==> config.mk <==
export PLATFORM = sky130hd
export DESIGN_NAME = ps2_mouse_packet_ctrl
export DESIGN_NICKNAME = d
export VERILOG_FILES = /design/src/rtl/mouse_pkg.sv /design/src/rtl/mouse_timeout_ctr.sv /design/src/rtl/ps2_mouse_packet_ctrl.sv
export SDC_FILE = /design/constraint.sdc
export NUM_CORES = 1
export LEC_CHECK = 0
export ABC_AREA = 1
export CAP_MARGIN = 30
export CORE_MARGIN = 2
export CORE_UTILIZATION = 55
export CTS_CLUSTER_DIAMETER = 60
export DETAILED_ROUTE_END_ITERATION = 10
export PLACE_DENSITY_LB_ADDON = 0.15
export SLEW_MARGIN = 40
export SYNTH_ARGS = -nofsm -noshare
export SYNTH_HDL_FRONTEND = slang
export SYNTH_SLANG_ARGS = --single-unit
==> constraint.sdc <==
create_clock -name clk -period 6.6 [get_ports clk]
set_clock_uncertainty 0.2 [all_clocks]
set_input_delay 0.66 -clock clk [delete_from_list [all_inputs] [get_ports clk]]
set_output_delay 0.66 -clock clk [all_outputs]
set_load 0.1 [all_outputs]
==> src/rtl/mouse_pkg.sv <==
// Shared definitions for the PS/2 mouse packet controller: FSM state codes,
// protocol bytes exchanged with the mouse, and bit positions inside packet byte0.
// Pure declarations; no timing or flow-control behaviour of its own.
package mouse_pkg;

    localparam logic [2:0] ST_WAIT_BAT = 3'd0;
    localparam logic [2:0] ST_WAIT_ID  = 3'd1;
    localparam logic [2:0] ST_SEND     = 3'd2;
    localparam logic [2:0] ST_WAIT_ACK = 3'd3;
    localparam logic [2:0] ST_PKT0     = 3'd4;
    localparam logic [2:0] ST_PKT1     = 3'd5;
    localparam logic [2:0] ST_PKT2     = 3'd6;
    localparam logic [2:0] ST_FAIL     = 3'd7;

    localparam logic [7:0] CMD_ENABLE = 8'hF4;
    localparam logic [7:0] RSP_ACK    = 8'hFA;
    localparam logic [7:0] RSP_RESEND = 8'hFE;
    localparam logic [7:0] RSP_BAT_OK = 8'hAA;

    localparam int B0_LEFT  = 0;
    localparam int B0_RIGHT = 1;
    localparam int B0_SYNC  = 3;
    localparam int B0_XSIGN = 4;
    localparam int B0_YSIGN = 5;
    localparam int B0_XOVF  = 6;
    localparam int B0_YOVF  = 7;

    // Stream mode covers the three packet-byte states.
    function automatic logic is_stream(input logic [2:0] st);
        return (st == ST_PKT0) || (st == ST_PKT1) || (st == ST_PKT2);
    endfunction

endpackage

==> src/rtl/mouse_timeout_ctr.sv <==
// Saturating idle-cycle counter with terminal flags for the byte gap and ACK timeouts.
// Flags are registered-count compares: valid the cycle after the count reaches the limit.
// No backpressure; clr has priority over counting.
module mouse_timeout_ctr
    import mouse_pkg::*;
#(
    parameter int BYTE_TIMEOUT = 100000,
    parameter int ACK_TIMEOUT  = 1250000
) (
    input  logic clk,
    input  logic reset,
    input  logic clr,
    output logic byte_to,
    output logic ack_to
);

    localparam int CNT_MAX = (BYTE_TIMEOUT > ACK_TIMEOUT) ? BYTE_TIMEOUT : ACK_TIMEOUT;
    localparam int CW      = $clog2(CNT_MAX + 1);

    localparam logic [CW-1:0] CNT_SAT = CW'(CNT_MAX);
    localparam logic [CW-1:0] BYTE_TC = CW'(BYTE_TIMEOUT);
    localparam logic [CW-1:0] ACK_TC  = CW'(ACK_TIMEOUT);

    logic [CW-1:0] cnt_q;
    logic [CW-1:0] cnt_d;

    // Next count: clear wins, otherwise count up and stick at the larger limit.
    always_comb begin
        cnt_d = cnt_q;
        if (clr) begin
            cnt_d = '0;
        end else if (cnt_q != CNT_SAT) begin
            cnt_d = cnt_q + CW'(1);
        end
    end

    // Counter register.
    always_ff @(posedge clk or posedge reset) begin
        if (reset) begin
            cnt_q <= '0;
        end else begin
            cnt_q <= cnt_d;
        end
    end

    assign byte_to = (cnt_q >= BYTE_TC);
    assign ack_to  = (cnt_q >= ACK_TC);

endmodule

==> src/rtl/ps2_mouse_packet_ctrl.sv <==
// PS/2 mouse sequencer: self-test wait, 0xF4 enable with ACK/retry, 3-byte packet decode.
// Latency: byte2 rxvalid -> fields update +1 clk -> dav rises +2 clk, high DAV_WIDTH clk.
// No backpressure on rx; commands wait in SEND while txbusy is high.
module ps2_mouse_packet_ctrl
    import mouse_pkg::*;
#(
    parameter int BYTE_TIMEOUT = 100000,
    parameter int ACK_TIMEOUT  = 1250000,
    parameter int MAX_RETRY    = 3,
    parameter int DAV_WIDTH    = 4
) (
    input  logic       clk,
    input  logic       reset,
    input  logic [7:0] rxdata,
    input  logic       rxvalid,
    input  logic       txbusy,
    output logic [7:0] txdata,
    output logic       txstart,
    output logic [1:0] button,
    output logic [1:0] sign,
    output logic [7:0] mousexdata,
    output logic [7:0] mouseydata,
    output logic       dav,
    output logic       ready,
    output logic       init_fail,
    output logic       pkt_err
);

    localparam int RW = $clog2(MAX_RETRY + 1);
    localparam int DW = $clog2(DAV_WIDTH);
    localparam logic [RW-1:0] RETRY_LIM = RW'(MAX_RETRY);
    localparam logic [DW-1:0] DAV_LOAD  = DW'(DAV_WIDTH - 1);

    logic [2:0]    state_q, state_d;
    logic [7:0]    txdata_q, txdata_d;
    logic          txstart_q, txstart_d;
    logic [RW-1:0] retry_q, retry_d;
    // Byte0 is kept in decoded form: only these fields matter after sync check.
    logic [1:0]    b0_btn_q, b0_btn_d;
    logic [1:0]    b0_sign_q, b0_sign_d;
    logic          b0_ovf_q, b0_ovf_d;
    logic [7:0]    b1_q, b1_d;
    logic [7:0]    b2_q, b2_d;
    logic          commit_q, commit_d;
    logic [1:0]    button_q, button_d;
    logic [1:0]    sign_q, sign_d;
    logic [7:0]    x_q, x_d;
    logic [7:0]    y_q, y_d;
    logic          dav_q, dav_d;
    logic          dav_pend_q, dav_pend_d;
    logic [DW-1:0] dav_cnt_q, dav_cnt_d;
    logic          pkt_err_q, pkt_err_d;

    logic          fsm_err;
    logic          ovf_err;
    logic          byte_to;
    logic          ack_to;
    logic          timer_clr;
    logic [2:0]    nak_state;

    // The gap timer restarts on every received byte and on every state change,
    // so each wait is measured from the moment its state was entered.
    assign timer_clr = rxvalid || (state_d != state_q);

    mouse_timeout_ctr #(
        .BYTE_TIMEOUT (BYTE_TIMEOUT),
        .ACK_TIMEOUT  (ACK_TIMEOUT)
    ) u_timeout (
        .clk     (clk),
        .reset   (reset),
        .clr     (timer_clr),
        .byte_to (byte_to),
        .ack_to  (ack_to)
    );

    // A resend request or missing ACK either retries or gives up.
    assign nak_state = (retry_q < RETRY_LIM) ? ST_SEND : ST_FAIL;

    // Init/stream sequencing and packet byte capture.
    always_comb begin
        state_d   = state_q;
        txdata_d  = txdata_q;
        txstart_d = 1'b0;
        retry_d   = retry_q;
        b0_btn_d  = b0_btn_q;
        b0_sign_d = b0_sign_q;
        b0_ovf_d  = b0_ovf_q;
        b1_d      = b1_q;
        b2_d      = b2_q;
        commit_d  = 1'b0;
        fsm_err   = 1'b0;
        case (state_q)
            ST_WAIT_BAT: begin
                if (rxvalid) begin
                    if (rxdata == RSP_BAT_OK) state_d = ST_WAIT_ID;
                end else if (ack_to) begin
                    state_d = ST_SEND;
                end
            end
            ST_WAIT_ID: begin
                if (rxvalid || ack_to) state_d = ST_SEND;
            end
            ST_SEND: begin
                if (!txbusy) begin
                    txdata_d  = CMD_ENABLE;
                    txstart_d = 1'b1;
                    retry_d   = retry_q + RW'(1);
                    state_d   = ST_WAIT_ACK;
                end
            end
            ST_WAIT_ACK: begin
                if (rxvalid) begin
                    if (rxdata == RSP_ACK) begin
                        state_d = ST_PKT0;
                    end else if (rxdata == RSP_RESEND) begin
                        state_d = nak_state;
                    end
                end else if (ack_to) begin
                    state_d = nak_state;
                end
            end
            ST_PKT0: begin
                if (rxvalid) begin
                    if (rxdata[B0_SYNC]) begin
                        b0_btn_d  = {rxdata[B0_RIGHT], rxdata[B0_LEFT]};
                        b0_sign_d = {rxdata[B0_XSIGN], rxdata[B0_YSIGN]};
                        b0_ovf_d  = rxdata[B0_XOVF] | rxdata[B0_YOVF];
                        state_d   = ST_PKT1;
                    end else begin
                        fsm_err = 1'b1;
                    end
                end
            end
            ST_PKT1: begin
                if (rxvalid) begin
                    b1_d    = rxdata;
                    state_d = ST_PKT2;
                end else if (byte_to) begin
                    fsm_err = 1'b1;
                    state_d = ST_PKT0;
                end
            end
            ST_PKT2: begin
                if (rxvalid) begin
                    b2_d     = rxdata;
                    commit_d = 1'b1;
                    state_d  = ST_PKT0;
                end else if (byte_to) begin
                    fsm_err = 1'b1;
                    state_d = ST_PKT0;
                end
            end
            ST_FAIL: begin
                state_d = ST_FAIL;
            end
            default: begin
                state_d = ST_WAIT_BAT;
            end
        endcase
    end

    assign ovf_err   = commit_q && b0_ovf_q;
    assign pkt_err_d = fsm_err || ovf_err;

    // Commit of a full packet to the outputs and the dav pulse shaper; a new
    // commit drops dav for one cycle so the consumer always sees a fresh edge.
    always_comb begin
        button_d   = button_q;
        sign_d     = sign_q;
        x_d        = x_q;
        y_d        = y_q;
        dav_d      = dav_q;
        dav_pend_d = 1'b0;
        dav_cnt_d  = dav_cnt_q;
        if (commit_q && !b0_ovf_q) begin
            button_d   = b0_btn_q;
            sign_d     = b0_sign_q;
            x_d        = b1_q;
            y_d        = b2_q;
            dav_d      = 1'b0;
            dav_cnt_d  = '0;
            dav_pend_d = 1'b1;
        end else if (dav_pend_q) begin
            dav_d     = 1'b1;
            dav_cnt_d = DAV_LOAD;
        end else if (dav_q) begin
            if (dav_cnt_q == '0) begin
                dav_d = 1'b0;
            end else begin
                dav_cnt_d = dav_cnt_q - DW'(1);
            end
        end
    end

    // State, packet and output registers.
    always_ff @(posedge clk or posedge reset) begin
        if (reset) begin
            state_q    <= ST_WAIT_BAT;
            txdata_q   <= 8'h00;
            txstart_q  <= 1'b0;
            retry_q    <= '0;
            b0_btn_q   <= '0;
            b0_sign_q  <= '0;
            b0_ovf_q   <= 1'b0;
            b1_q       <= '0;
            b2_q       <= '0;
            commit_q   <= 1'b0;
            button_q   <= '0;
            sign_q     <= '0;
            x_q        <= '0;
            y_q        <= '0;
            dav_q      <= 1'b0;
            dav_pend_q <= 1'b0;
            dav_cnt_q  <= '0;
            pkt_err_q  <= 1'b0;
        end else begin
            state_q    <= state_d;
            txdata_q   <= txdata_d;
            txstart_q  <= txstart_d;
            retry_q    <= retry_d;
            b0_btn_q   <= b0_btn_d;
            b0_sign_q  <= b0_sign_d;
            b0_ovf_q   <= b0_ovf_d;
            b1_q       <= b1_d;
            b2_q       <= b2_d;
            commit_q   <= commit_d;
            button_q   <= button_d;
            sign_q     <= sign_d;
            x_q        <= x_d;
            y_q        <= y_d;
            dav_q      <= dav_d;
            dav_pend_q <= dav_pend_d;
            dav_cnt_q  <= dav_cnt_d;
            pkt_err_q  <= pkt_err_d;
        end
    end

    assign txdata     = txdata_q;
    assign txstart    = txstart_q;
    assign button     = button_q;
    assign sign       = sign_q;
    assign mousexdata = x_q;
    assign mouseydata = y_q;
    assign dav        = dav_q;
    assign pkt_err    = pkt_err_q;
    assign ready      = is_stream(state_q);
    assign init_fail  = (state_q == ST_FAIL);

endmodule

## After elaboration in Yosys (flattened, before gate mapping)

Index checks and enable logic that the tools add are counted.

| storage, ports and cells | value |
|---|---|
| register bits | 75 |
| latch bits | 0 |
| logic and storage cells | 94 |
| RAM bits | 0 |
| output and inout port bits | 33 |
| memories kept | 0 |
| memory bits (read-only) | 0 |
| bits of input ports | 12 |

| cells by class | value |
|---|---|
| bitwise operators | 2 |
| shift operators | 0 |
| order comparisons | 3 |
| mux-type cells | 36 |
| div/mod/pow operators | 0 |
| $mul | 0 |
| equal/unequal tests | 13 |
| reductions and logical operators | 18 |
| add/sub/neg operators | 3 |

Operators with widths:

| operator | number |
|---|---|
| $mux 3 | 15 |
| $mux 21 | 2 |
| $eq 8x8->1 const B | 3 |
| $pmux 3 s8 | 1 |
| $add 21x1->21 const B | 1 |
| $ge 21x17->1 const B | 1 |
| $ge 21x21->1 const B | 1 |
| $ne 21x21->1 const B | 1 |
| $mux 1 | 13 |
| $eq 3x3->1 const B | 4 |
| $mux 2 | 4 |
| $reduce_and 2->1 | 4 |
| $eq 3x2->1 const B | 2 |
| $logic_or 1x1->1 | 5 |
| $eq 3x1->1 const B | 1 |
| $logic_not 3->1 | 1 |
| $ne 3x3->1 | 1 |
| $ne 3x3->1 const B | 1 |
| $reduce_and 3->1 | 1 |
| $reduce_bool 3->1 | 1 |
| $add 2x1->2 const B | 1 |
| $logic_and 1x1->1 | 2 |
| $logic_not 2->1 | 1 |
| $lt 2x2->1 const B | 1 |
| 7 further kinds | 7 |

## Longest topological paths before layout

Gate-level depths: netlist of run 1.

| depth | value |
|---|---|
| word-level depth | 9 |
| depth in mapped cells | 17 |

## Modules after synthesis

Synthesis of run 1 repeated with hierarchy kept, for this count alone.

| unflattened totals | value |
|---|---|
| cell total of the unflattened synthesis | 488 |
| area, all modules | 3817.4 sq um |

Modules (own cells, without submodules):

| module | times used | cells an instance | area an instance (sq um) |
|---|---|---|---|
| ps2_mouse_packet_ctrl | 1 | 278 | 2392.3 |
| mouse_timeout_ctr | 1 | 210 | 1425.1 |

## Least setup slack after synthesis of run 1

No wires, ideal clock.

| timing path | value |
|---|---|
| path kind | register to output |
| from | register state_q[1] |
| to | output ready |
| arrival | 1.881 ns |
| path slack | 3.859 ns |
| cell stages (with the launch flop) | 4 |
| path through | dfrtp_1 > nand2_1 > inv_1 > nor2_1 |

| between the ends | value |
|---|---|
| cells in the longest elaborated chain, start to end | 3 |

RTL lines:

| what | RTL line | source |
|---|---|---|
| start: declaration | ps2_mouse_packet_ctrl.sv:34 | `logic [2:0] state_q, state_d;` |
| start signal: assignment | ps2_mouse_packet_ctrl.sv:217 | `state_q <= state_d;` |
| $eq 3x3->1 | mouse_pkg.sv:30 | `return (st == ST_PKT0) \|\| (st == ST_PKT1) \|\| (st == ST_PKT2);` |
| $logic_or 1x1->1 | mouse_pkg.sv:30 |  |
| $logic_or 1x1->1 * | mouse_pkg.sv:30 |  |
| end: declaration | ps2_mouse_packet_ctrl.sv:24 | `output logic ready,` |

Mark *: on every way between the ends. The rest lies on a longest branch, timed or not.

## Worst setup path in the final report of run 1

| timing path | value |
|---|---|
| from | input rxvalid |
| to | register u_timeout.cnt_q[19] |

| between the ends | value |
|---|---|
| cells in the longest elaborated chain, start to end | 6 |

RTL lines:

| what | RTL line | source |
|---|---|---|
| start: declaration | ps2_mouse_packet_ctrl.sv:15 | `input logic rxvalid,` |
| $logic_or 1x1->1 | ps2_mouse_packet_ctrl.sv:101 | `if (rxvalid \|\| ack_to) state_d = ST_SEND;` |
| $mux 3 | ps2_mouse_packet_ctrl.sv:101 |  |
| $pmux 3 s8 | ps2_mouse_packet_ctrl.sv:92 | `case (state_q)` |
| $ne 3x3->1 | ps2_mouse_packet_ctrl.sv:63 | `assign timer_clr = rxvalid \|\| (state_d != state_q);` |
| $logic_or 1x1->1 * | ps2_mouse_packet_ctrl.sv:63 |  |
| $mux 21 or $reduce_bool 2->1 (tied branches) | - |  |
| end signal: assignment | mouse_timeout_ctr.sv:42 | `cnt_q <= cnt_d;` |
| end: declaration | mouse_timeout_ctr.sv:24 | `logic [CW-1:0] cnt_q;` |

Marks and branches as above.
A chain may end at the register's enable or synchronous reset.

==> results of run 1 <==
## worst min path at each step
stage	to	from
3_5_place_dp	mousexdata[0]	mousexdata[0]
4_1_cts	mousexdata[0]	mousexdata[0]
3_3_place_gp	mousexdata[0]	mousexdata[0]
5_1_grt	sign[1]	sign[1]
6_report	mousexdata[0]	mousexdata[0]
2_1_floorplan	b1_q[7]	b1_q[7]
## stage by stage
step           utilization [%]  total power, uW  hold WS [ns]  instance area (sq um)
2_1_floorplan                -             1373        0.2422                   3816
3_5_place_dp             60.30             1499        0.2535                   4074
3_3_place_gp             62.43             1546        0.2558                   4218
6_report                 63.00             1815        0.2662                   4257
4_1_cts                  63.00             1828        0.2740                   4257
5_1_grt                  63.00             1921        0.2951                   4257
## logic make-up (layout without fill, tap and decap cells)
logic type / after synthesis / count (layout) / share of synthesized area (%)
flops: 75 / 75 / 49.28
other cells: 1 / 3 / 0.09846
xor+xnor: 15 / 15 / 3.450
simple gates: 232 / 232 / 28.45
fa+ha+maj: 4 / 4 / 1.314
compound gates: 57 / 57 / 8.016
buf+inv: 77 / 118 / 9.100
mux: 1 / 1 / 0.2956
## layer usage
layer	up-vias	track usage, %	wire length, um
met5	-	0	0
li1	1520	-	-
met2	86	32.27	3189
met1	1360	28.14	3505
met4	0	10.49	198
met3	16	3.223	330
## registers in the layout, indices dropped and copies added, names as in the netlist, 2 cells and up
name / cells
button: 2
u_timeout.cnt_q: 21
retry_q: 2
b0_btn_q: 2
b1_q: 8
state_q: 3
b0_sign_q: 2
sign: 2
mousexdata: 8
b2_q: 8
mouseydata: 8
dav_cnt_q: 2
## cell type report
class | count | area [sq um]
fill | 605 | 2500
inverter | 60 | 230.2
multi-input combinational | 312 | 1595
timing repair buffer | 42 | 271.5
sequential | 75 | 1877
tap | 80 | 100.1
clock inverter | 7 | 58.81
clock buffer | 9 | 123.9
## worst register-to-register path, stage by stage, from the launching register on
cell,delay (ns)
dfrtp_1,0.47
inv_2,0.11
nor2_4,0.12
nand2_1,0.10
nor2_2,0.34
inv_2,0.12
nand2_1,0.08
nor2_1,0.04
nand2_1,0.07
inv_1,0.04
nand2_1,0.09
nand3_1,0.08
nand2_1,0.08
nor2_2,0.04
nand2_2,0.45
nor2_1,0.08
## power groups by stage
stage | Clock (uW) | Sequential (uW) | Combinational (uW)
6_report | 329 | 656 | 830
5_1_grt | 353 | 672 | 896
4_1_cts | 336 | 655 | 837
3_5_place_dp | 0 | 665 | 834
3_3_place_gp | 0 | 664 | 882
2_1_floorplan | 0 | 1070 | 305
## placed cells by master (no fill, tap or decap), types with 2 or more instances in the layout
cell and instances:
dfrtp_1 75, conb_1 3, nand2_1 128, o21ai_0 47, nor2_2 28, nor3_1 8
clkbuf_8 9, nand3_1 22, a21oi_1 4, nand2_2 2, buf_2 30, nor2_1 25
xnor2_1 3, clkdlybuf4s50_1 11, nor2_4 5, inv_1 51, nand4_1 6, clkinvlp_4 2
xor2_1 12, nor3_2 4, ha_1 4, inv_6 3, clkinv_4 3, inv_2 7
==> metrics, run 1 <==
detailed-route wire length 7.224 mm; EDFF count, synth 0; Die ar. 7606 sq um; Int Power 879.4 uW; CP delay by family, top simple AND/OR/NAND/NOR gates; type of origin of the critical path input port; vias per cell 5.097; Worst setup endpoint u_timeout.cnt_q[19]; Lkg Pwr 0.002088 uW; Tightest Pin Transition 0.6464 ns; Die X-Extent 87.22 um; # DRC 0; antenna violations before repair 0; CP cell instances clkdlybuf4s50_1 > clkinv_4 > nor2_2 > inv_2 > nand2_1 > nor2_1 > nand2_1 > inv_1 > nand2_1 > nand3_1 > nand2_1 > nor2_2 > nand2_2 > nor2_1; cell taking the most area after synthesis dfrtp_1; n_diodes 0; Synth top area share 49.28%; flop2flop setup slack 3.97 ns; synthesis-to-finish area growth 11.76%; Seq pwr share 36.1%; clock share of power 18.1%; crit path from rxvalid; final worst slack 3.547 ns; number of buffers added on ports 41; # Post-CTS Setup Buffers 0; RSZ-0062 raised after global routing false; Detailed Routing Iterations Pass 1 4; global-route wire length before repair 12.30 mm; gp weighted congestion 0.8934; clk buf depth 2; CTS buffer count 9; WHS Path Cells 2; CP Class input port to flip-flop; Worst-path clk slew 0.08 ns; YS warnings 0; sequential fraction of the synthesis area 49.28%; row cnt 30; pin count of the biggest net entering global routing 76; slowest CP cell clkdlybuf4s50_1; starting density of the core 56.37%; # resized after CTS 0; drt initial violations 117; list of most frequent post-synthesis cells nand2_1 (128), dfrtp_1 (75), inv_1 (52), o21ai_0 (47), nor2_2 (27); most common cell in the synthesized netlist nand2_1; Root Driver clkbuf_8; drt wl/cell 12.35 um; highest clock rate 0.3276 GHz; CP arrival 3.07 ns; PwrDens 426.5 nW/um^2; P_sw 935.9 uW; Setup crit end kind flip-flop; Main synth FF type dfrtp_1; Final Cycle Share 46.25%; share of cells above drive strength 1 19.80%; worst relative slew slack 56.91%; placed cells 569; I/O pins 45; total gr overflow 0; core area 6756 sq um; clk sinks 75; Reg2Reg Depth 15; hold violation count in the final report 0; Comb pwr share 45.7%; min Tclk post-route 3.053 ns; largest cells by area after synthesis dfrtp_1 (49%), nand2_1 (13%), o21ai_0 (6.2%); FF-to-FF Start state_q[0]; ANT nets after route 0; GRT Overall Usage 20.69%; Hold Path Class flip-flop to flip-flop; status complete, no violations; Final Instance Count excl. Fillers 585; synthesized flop and latch total 75; Max Cap Violations 0; TNS Setup 0 ns; Slew Viols, Final 0; CTS Hold Bufs 0; switching share of power 51.56%; VDD IR-drop max 166.4 uV; worst-skew pair later-pin latency 0.36 ns; via count 2982; Final setup viols 0; Die H 87.22 um; CTS H-Tree Depth 3; Crit path top cell by count nand2_1; pre-CTS WS 3.135 ns; cells after synthesis 462; CP peak stage delay 0.71 ns; CP Max Fanout 21; critical path required time 6.62 ns; worst r2r dst u_timeout.cnt_q[19]; Post-synth ARST share 100.0%; worst path bufs/invs 4; Post-Syn Area 3809 sq um; Post-DP HPWL 5.142 mm; CTS tree yes; vias in the first global route 2751; Crit path depth 14; Distinct cells, synth 34; # nets final 516; syn_area_per_cell 8.244 sq um
(Power assumes the default switching activity.)
==> run 2: changes to the inputs <==
==> constraint.sdc (replaced) <==
create_clock -name clk -period 2.9 [get_ports clk]
set_clock_uncertainty 0.2 [all_clocks]
set_input_delay 0.29 -clock clk [delete_from_list [all_inputs] [get_ports clk]]
set_output_delay 0.29 -clock clk [all_outputs]
set_load 0.1 [all_outputs]
==> run 2 against run 1 <==
Compared with the run above: cell area increased by 2.9%; register-to-register slack got worse by 3.3 ns; final cell count increased by 1.0%; sequential cell count unchanged; critical endpoint is now u_timeout.cnt_q[20]; largest cell class unchanged; core utilization increased by 1.8 points; non-clock buffer count increased by 7; count of clock-buffer cells in the layout increased by 1; critical path depth decreased by 3; clock power increased by 100%; die area unchanged; hold slack got worse by 0.11 ns; routed wire length increased by 2.5%.
==> metrics, run 2 (synthesized netlist as in run 1, its figures left out) <==
Hold WS 0.1587 ns (-0.1075 ns); CTS tree yes; pin count of the biggest net entering global routing 76 (unchanged); RSZ-0062 raised after global routing false; CP Class flip-flop to flip-flop; VDD IR-drop max 298.1 uV (+79%); gp weighted congestion 0.9002 (+0.76%); Final Cycle Share 77.50%; Hold Path Class input port to asynchronous set/reset pin; drt wl/cell 12.53 um (+1.5%); CTS H-Tree Depth 3 (unchanged); fin util 64.81% (+1.8 points); antenna violations before repair 0 (unchanged); Die X-Extent 87.22 um (unchanged); core area 6756 sq um (unchanged); starting density of the core 56.37% (unchanged); pre-CTS WS 0.3820 ns (-2.753 ns); commonest non-fill, non-tap cell in the layout nand2_1; CTS Hold Bufs 0 (unchanged); via count 3037 (+1.8%); type of origin of the critical path flip-flop; Root Driver clkbuf_8; Die H 87.22 um (unchanged); ANT nets after route 0 (unchanged); row cnt 30 (unchanged); CP arrival 2.28 ns (-0.79 ns); number of buffers added on ports 41 (unchanged); Max Cap Violations 0 (unchanged); # nets final 523 (+1.4%); total power 4206 uW (+130%); CP Max Fanout 3 (-86%); clk buf depth 2 (unchanged); share of cells above drive strength 1 20.16% (+0.35 points); critical path required time 2.93 ns (-3.69 ns); detailed-route wire length 7.405 mm (+2.5%); Detailed Routing Iterations Pass 1 5 (+1); Slew Viols, Final 0 (unchanged); flop2flop setup slack 0.65 ns (-3.32 ns); worst-skew pair later-pin latency 0.34 ns (-0.02 ns); I/O pins 45 (unchanged); highest clock rate 0.4449 GHz; # Post-CTS Setup Buffers 0 (unchanged); final worst slack 0.6524 ns (-2.895 ns); GRT Overall Usage 21.26% (+0.57 points); Post-DP HPWL 5.365 mm (+4.3%); PwrDens 960.4 nW/um^2 (+130%); # fillers 577 (-4.6%); # resized after CTS 0 (unchanged); TNS Setup 0 ns (unchanged); Setup crit end kind flip-flop; n_diodes 0 (unchanged); Final setup viols 0 (unchanged); global-route wire length before repair 12.68 mm (+3.1%); # DRC 0 (unchanged); status complete, no violations; Die ar. 7606 sq um (unchanged); CTS buffer count 9 (unchanged); hold violation count in the final report 0 (unchanged); most frequent cells in the layout nand2_1 (128), dfrtp_1 (75), inv_1 (51), o21ai_0 (47), buf_4 (36); drt initial violations 135 (+15%); clk sinks 75 (unchanged); Reg with most FFs u_timeout.cnt_q; total gr overflow 0 (unchanged); min Tclk post-route 2.248 ns; vias in the first global route 2905 (+5.6%); Worst-path clk slew 0.07 ns (about the same); max reg flops 21 (unchanged); vias per cell 5.139 (+0.81%); Lkg Pwr 0.002140 uW (+2.5%); synthesis-to-finish area growth 14.98%
-- run 2: cell count changes in the layout (fill, tap and decap cells not counted), sizes merged --
cell      before  now
clkinv         4    7
clkinvlp       2    1
clkbuf         9   10
buf           31   38
inv           61   57
-- run 2: power by group --
group          leakage [uW]  switching [uW]  internal [uW]
combinational       0.00109            1580            451
sequential         0.000973             152           1350
clock             0.0000819             369            303
total               0.00214            2100           2110
-- run 2: cell type report --
| type | count | area [sq um] | area share [%] |
|---|---|---|---|
| flip-flops and latches | 75 | 1877 | 42.86 |
| multi-input cells | 312 | 1593 | 36.37 |
| repair buffers | 49 | 420.4 | 9.600 |
| inverters | 60 | 230.2 | 5.257 |
| clock buffers | 10 | 127.6 | 2.914 |
| well taps | 80 | 100.1 | 2.286 |
| clock inverters | 5 | 31.28 | 0.7143 |
-- run 2: metal layers --
layer | up-vias | wire length, um | global-route usage (%) | part of all wire, %
li1 | 1537 | - | - | -
met1 | 1407 | 3320 | 26.45 | 45
met2 | 74 | 3567 | 35.18 | 48
met3 | 19 | 308 | 4.645 | 4.2
met4 | 0 | 208 | 10.21 | 2.8
met5 | - | 0 | 0 | 0
-- run 2: worst paths after layout --
path                               startpoint                   to  cells past startpoint
max                        u_timeout.cnt_q[0]  u_timeout.cnt_q[20]                     11
min                                     reset        mousexdata[5]                      3
max reg2reg                u_timeout.cnt_q[0]  u_timeout.cnt_q[20]                     11
min reg2reg                        retry_q[0]           retry_q[0]                      1
max in group asynchronous               reset              b1_q[0]                      3
min in group clk                   retry_q[0]           retry_q[0]                      1
-- run 2: worst max-delay path, cell delays in order, from the launching register on --
cell and delay (ns):
dfrtp_1 0.37, ha_1 0.18, nand2_1 0.11, nor2_2 0.13
nand3_1 0.15, nor3_2 0.23, nand3_2 0.15, nor2_2 0.19
nand3_1 0.11, nor2_1 0.12, xnor2_1 0.15, nor2_2 0.06
-- run 2: metrics by stage --
stage,area [sq um],cells
2_1_floorplan,3816,464
4_1_cts,4379,591
5_1_grt,4379,591
3_3_place_gp,4220,576
3_5_place_dp,4220,576
6_report,4379,591
